[src/rtl/unary_frame_tx.sv]
// unary_frame_tx: regenerates a thermometer word from a ones count and sends it LSB-first.
// Define UNARY_TX_PARITY_EN to append an even-parity bit to every frame.
module unary_frame_tx #(
    parameter int WIDTH = 8,
    parameter int CW    = $clog2(WIDTH + 1)
) (
    input  logic             clk,
    input  logic             rst,
    input  logic [CW-1:0]    cnt_in,
    input  logic             cnt_valid,
    output logic             cnt_ready,
    output logic [WIDTH-1:0] therm_out,
    output logic             therm_valid,
    output logic             bit_out,
    output logic             bit_valid,
    output logic             frame_start,
    output logic             frame_end,
    output logic             cnt_err
);
    typedef enum logic [1:0] {
        IDLE,
        SEND
`ifdef UNARY_TX_PARITY_EN
        , PAR
`endif
    } state_t;

    state_t           state_q, state_d;
    logic [WIDTH-1:0] shift_q, shift_d, therm_q, therm_d, therm_new;
    logic [CW-1:0]    idx_q, idx_d, c;
    logic             therm_valid_q, therm_valid_d, cnt_err_q, cnt_err_d;
    logic             bit_out_q, bit_out_d, bit_valid_q, bit_valid_d;
    logic             frame_start_q, frame_start_d, frame_end_q, frame_end_d;
    logic             accept, last;
`ifdef UNARY_TX_PARITY_EN
    logic             par_q, par_d;
`endif

    // frame_end_q marks the only frame cycle on which a new count may be taken
    assign cnt_ready = (state_q == IDLE) | frame_end_q;
    assign accept    = cnt_valid & cnt_ready;
    assign c         = (cnt_in > CW'(WIDTH)) ? CW'(WIDTH) : cnt_in;
    assign therm_new = ~({WIDTH{1'b1}} << c);
    assign last      = idx_q == CW'(WIDTH - 1);

    always_comb begin
        state_d       = state_q;
        shift_d       = shift_q >> 1;
        idx_d         = idx_q + 1'b1;
        therm_d       = therm_q;
        therm_valid_d = accept;
        cnt_err_d     = accept & (cnt_in > CW'(WIDTH));
        bit_out_d     = shift_q[0];
        bit_valid_d   = 1'b1;
        frame_start_d = 1'b0;
`ifdef UNARY_TX_PARITY_EN
        frame_end_d   = 1'b0;
        par_d         = par_q;
`else
        frame_end_d   = idx_q == CW'(WIDTH - 2);
`endif
        if (accept) begin
            state_d       = SEND;
            shift_d       = therm_new >> 1;
            idx_d         = '0;
            therm_d       = therm_new;
            bit_out_d     = therm_new[0];
            frame_start_d = 1'b1;
            frame_end_d   = 1'b0;
`ifdef UNARY_TX_PARITY_EN
            par_d         = c[0];
`endif
        end else if (state_q == SEND && last) begin
`ifdef UNARY_TX_PARITY_EN
            state_d     = PAR;
            bit_out_d   = par_q;
            frame_end_d = 1'b1;
`else
            state_d     = IDLE;
            bit_out_d   = 1'b0;
            bit_valid_d = 1'b0;
            frame_end_d = 1'b0;
`endif
        end else if (state_q != SEND) begin
            state_d     = IDLE;
            bit_out_d   = 1'b0;
            bit_valid_d = 1'b0;
            frame_end_d = 1'b0;
        end
    end

    always_ff @(posedge clk or posedge rst) begin
        if (rst) begin
            state_q       <= IDLE;
            shift_q       <= '0;
            idx_q         <= '0;
            therm_q       <= '0;
            therm_valid_q <= 1'b0;
            cnt_err_q     <= 1'b0;
            bit_out_q     <= 1'b0;
            bit_valid_q   <= 1'b0;
            frame_start_q <= 1'b0;
            frame_end_q   <= 1'b0;
`ifdef UNARY_TX_PARITY_EN
            par_q         <= 1'b0;
`endif
        end else begin
            state_q       <= state_d;
            shift_q       <= shift_d;
            idx_q         <= idx_d;
            therm_q       <= therm_d;
            therm_valid_q <= therm_valid_d;
            cnt_err_q     <= cnt_err_d;
            bit_out_q     <= bit_out_d;
            bit_valid_q   <= bit_valid_d;
            frame_start_q <= frame_start_d;
            frame_end_q   <= frame_end_d;
`ifdef UNARY_TX_PARITY_EN
            par_q         <= par_d;
`endif
        end
    end

    assign therm_out   = therm_q;
    assign therm_valid = therm_valid_q;
    assign cnt_err     = cnt_err_q;
    assign bit_out     = bit_out_q;
    assign bit_valid   = bit_valid_q;
    assign frame_start = frame_start_q;
    assign frame_end   = frame_end_q;
endmodule

[config.mk]
export PLATFORM = sky130hd
export DESIGN_NAME = unary_frame_tx
export DESIGN_NICKNAME = d
export VERILOG_FILES = /design/src/rtl/unary_frame_tx.sv
export SDC_FILE = /design/constraint.sdc
export NUM_CORES = 1
export LEC_CHECK = 0
export BUFFER_PORTS_ARGS = -buffer_cell sky130_fd_sc_hd__buf_2
export CELL_PAD_IN_SITES_DETAIL_PLACEMENT = 2
export CELL_PAD_IN_SITES_GLOBAL_PLACEMENT = 2
export CORE_MARGIN = 1.5
export CORE_UTILIZATION = 39
export CTS_BUF_LIST = sky130_fd_sc_hd__clkbuf_8
export DETAILED_ROUTE_END_ITERATION = 7
export PLACE_DENSITY = 0.94
export SETUP_SLACK_MARGIN = 0.5
export SLEW_MARGIN = 20
export SYNTH_ARGS = -nofsm -noshare
export SYNTH_HDL_FRONTEND = slang
export SYNTH_SLANG_ARGS = --single-unit
[constraint.sdc]
create_clock -name clk -period 1.95 [get_ports clk]
set_clock_uncertainty 0.15 [all_clocks]
set_input_delay 0.2925 -clock clk [delete_from_list [all_inputs] [get_ports clk]]
set_output_delay 0.2925 -clock clk [all_outputs]
set_load 0.005 [all_outputs]
==> results.sh <==
export IMPL_powerDensity_nw_per_um2=1480
export IMPL_nFillCells=261
export IMPL_worstSkewPairLatency_ns=0.27
export IMPL_worstPathMaxFanout=3
export IMPL_core_rowCount=18
export IMPL_htree_levels=1
export IMPL_cpMaxStageDelayCell="dfrtp_1"
export IMPL_crit_cells=2
export IMPL_power_total_w=0.00182
export IMPL_drive_gt1_share_pct=35.8
export IMPL_path_class="flop to output pin"
export IMPL_antenna_cells=0
export IMPL_vias=701
export IMPL_critPathTopFamily="flip-flops"
export IMPL_dp_final_hpwl_um=1730
export IMPL_final_area_um2=1220
export IMPL_power_leakage_nw=0.573
export IMPL_cts_tree="built"
export IMPL_slowest_delay_ns=0.40
export IMPL_synth_seq_cells=25
export IMPL_crit_buf_inv=1
export IMPL_core_area_um2=2450
export IMPL_overflow=0
export IMPL_syn_area_um2=1010
export IMPL_rsz0062_at_grt="false"
export IMPL_finalCritPeriodShare_pct=71.9
export IMPL_cts_made_buffers=3
export IMPL_max_cap_violations=0
export IMPL_io_pins=22
export IMPL_cts_root_buf="clkbuf_8"
export IMPL_postSynthCellCount=81
export IMPL_drt_iter0_drc=0
export IMPL_final_common_cell="dfrtp_1"
export IMPL_tns_ns=0
export IMPL_first_pass_iters=1
export IMPL_wirelength_um=2330
export IMPL_holdCritPathClass="primary input to flop"
export IMPL_grt_pass1_vias=770
export IMPL_worstHoldPathCells=2
export IMPL_cts_sinks=25
export IMPL_portBuffers=21
export IMPL_ff2ff_path_depth=5
export IMPL_max_clock_path_buffers=2
export IMPL_syn_avg_cell_area_um2=12.4
export IMPL_ys_warn_count=0
export IMPL_max_slew_margin_pct=74.6
export IMPL_setup_viol=0
export IMPL_critPathLaunchType="flop"
export IMPL_peakVddDrop_v=0.000791
export IMPL_post_route_util_pct=49.9
export IMPL_cp_data_arrival_time_ns=0.96
export IMPL_cts_clk_slew_worst_paths_ns=0.09
export IMPL_die_h_um=53.8
export IMPL_area_growth_pct=21.6
export IMPL_initial_utilization_pct=41.0
export IMPL_drtAntennaViolNets=0
export IMPL_critPathRequiredTime_ns=1.51
export IMPL_wl_per_cell_um=17.1
export IMPL_fin_crit_ns=1.40
export IMPL_synth_nets=90
export IMPL_netlist_cell_type_count=29
export IMPL_antenna_found_initial=0
export IMPL_grt_pass1_wl_um=3820
export IMPL_tightest_slew_ns=0.377
export IMPL_nets=116
export IMPL_placed_cell_area_um2=1120
export IMPL_hold_viol=0
export IMPL_outcome="completed"
export IMPL_grt_max_degree=26
export IMPL_drc=0
export IMPL_crit_chain="nand2b_4 > buf_6"
export IMPL_die_area_um2=2900
export IMPL_max_freq_ghz=0.714
export IMPL_critPathCaptureType="output pin"
export IMPL_final_max_slew_viol_count=0
export IMPL_gp_congestion=0.724
export IMPL_chipWidth_um=53.8
export IMPL_grt_usage_pct=19.2
export IMPL_ys_seq_area_share_pct=62.1
export IMPL_vias_per_cell=5.15
export IMPL_layout_common_cells="dfrtp_1, buf_2, o21a_1"
export IMPL_fin_hold_ws_ns=0.182
[where the power goes]
part	internal, W	switching (W)
clock	0.000141	0.000159
sequential	0.000731	0.000127
combinational	0.000354	0.000304
[stage by stage]
stage          setup slack [ns]  std cells
6_report                  0.549        136
5_1_grt                   0.494        136
4_1_cts                   0.526        135
3_5_place_dp              0.434        129
3_3_place_gp              0.545        129
2_1_floorplan             0.600         81
[flip-flops by register name, indices dropped and copies added, names as in the netlist]
signal / count
state_q: 1
frame_end: 1
cnt_err: 1
bit_out: 1
frame_start: 1
therm_out: 8
idx_q: 4
bit_valid: 1
shift_q: 7
[routing by layer]
layer  wire, um  track usage, %  part of all wire (%)  vias up
li1           -               -                     -      328
met1        988            22.6                    42      353
met2       1230            34.3                    53       17
met3         76            3.33                   3.3        3
met4         35            7.69                   1.5        0
met5          0               0                     0        -
[final timing paths]
check,slack (ns),from,endpoint
setup / recovery,0.55,frame_end,cnt_ready
hold / removal,0.18,cnt_in[0],cnt_err
setup reg to reg,0.57,frame_end,therm_out[2]
hold reg to reg,0.32,shift_q[3],shift_q[2]
max in group asynchronous,0.92,rst,shift_q[4]
min in group asynchronous,0.48,rst,shift_q[2]
[layout make-up]
type | count | area (um2) | area share [%]
sequential | 25 | 626 | 51.1
multi-input combinational | 49 | 344 | 28.1
timing repair buffer | 25 | 156 | 12.8
clock buffer | 3 | 41.3 | 3.37
tap | 30 | 37.5 | 3.06
inverter | 3 | 16.3 | 1.33
clock inverter | 1 | 3.75 | 0.306
[timing repair]
action	CTS	global route
gates resized for setup	4	1
endpoints found under the hold margin	25	0
pin swaps	1	0
hold buffers	1	0
endpoints found under the setup margin	16	1
setup buffers	1	1
[logic make-up (layout without fill, tap and decap cells)]
family,Yosys count,after routing,synth area share [%]
xor gates and xnor gates,2,2,1.74
AOI/OAI and AO/OA,18,18,13.8
and+or+nand+nor,27,27,14.5
DFF,25,25,62.1
buffers and inverters,7,32,5.34
adders and majority gates,2,2,2.48
[cells in the mapped netlist (all sizes together)]
master / number / area [um2]
dfrtp: 25 / 626
o22a: 2 / 20.0
o21ai: 1 / 5.00
and2: 1 / 6.26
o32a: 2 / 20.0
xnor2: 1 / 8.76
nand3: 6 / 30.0
clkbuf: 1 / 3.75
o22ai: 1 / 6.26
o31a: 1 / 8.76
nand3b: 1 / 7.51
a21oi: 2 / 10.0
nand2b: 1 / 6.26
ha: 2 / 25.0
o21a: 8 / 60.1
xor2: 1 / 8.76
a21o: 1 / 8.76
and2b: 1 / 8.76
nor4bb: 1 / 10.0
and3: 2 / 15.0
inv: 3 / 16.3
nor4: 1 / 6.26
nand2: 8 / 37.5
buf: 3 / 33.8
nor2: 5 / 18.8
No activity file was read; power rests on OpenSTA's default activity.
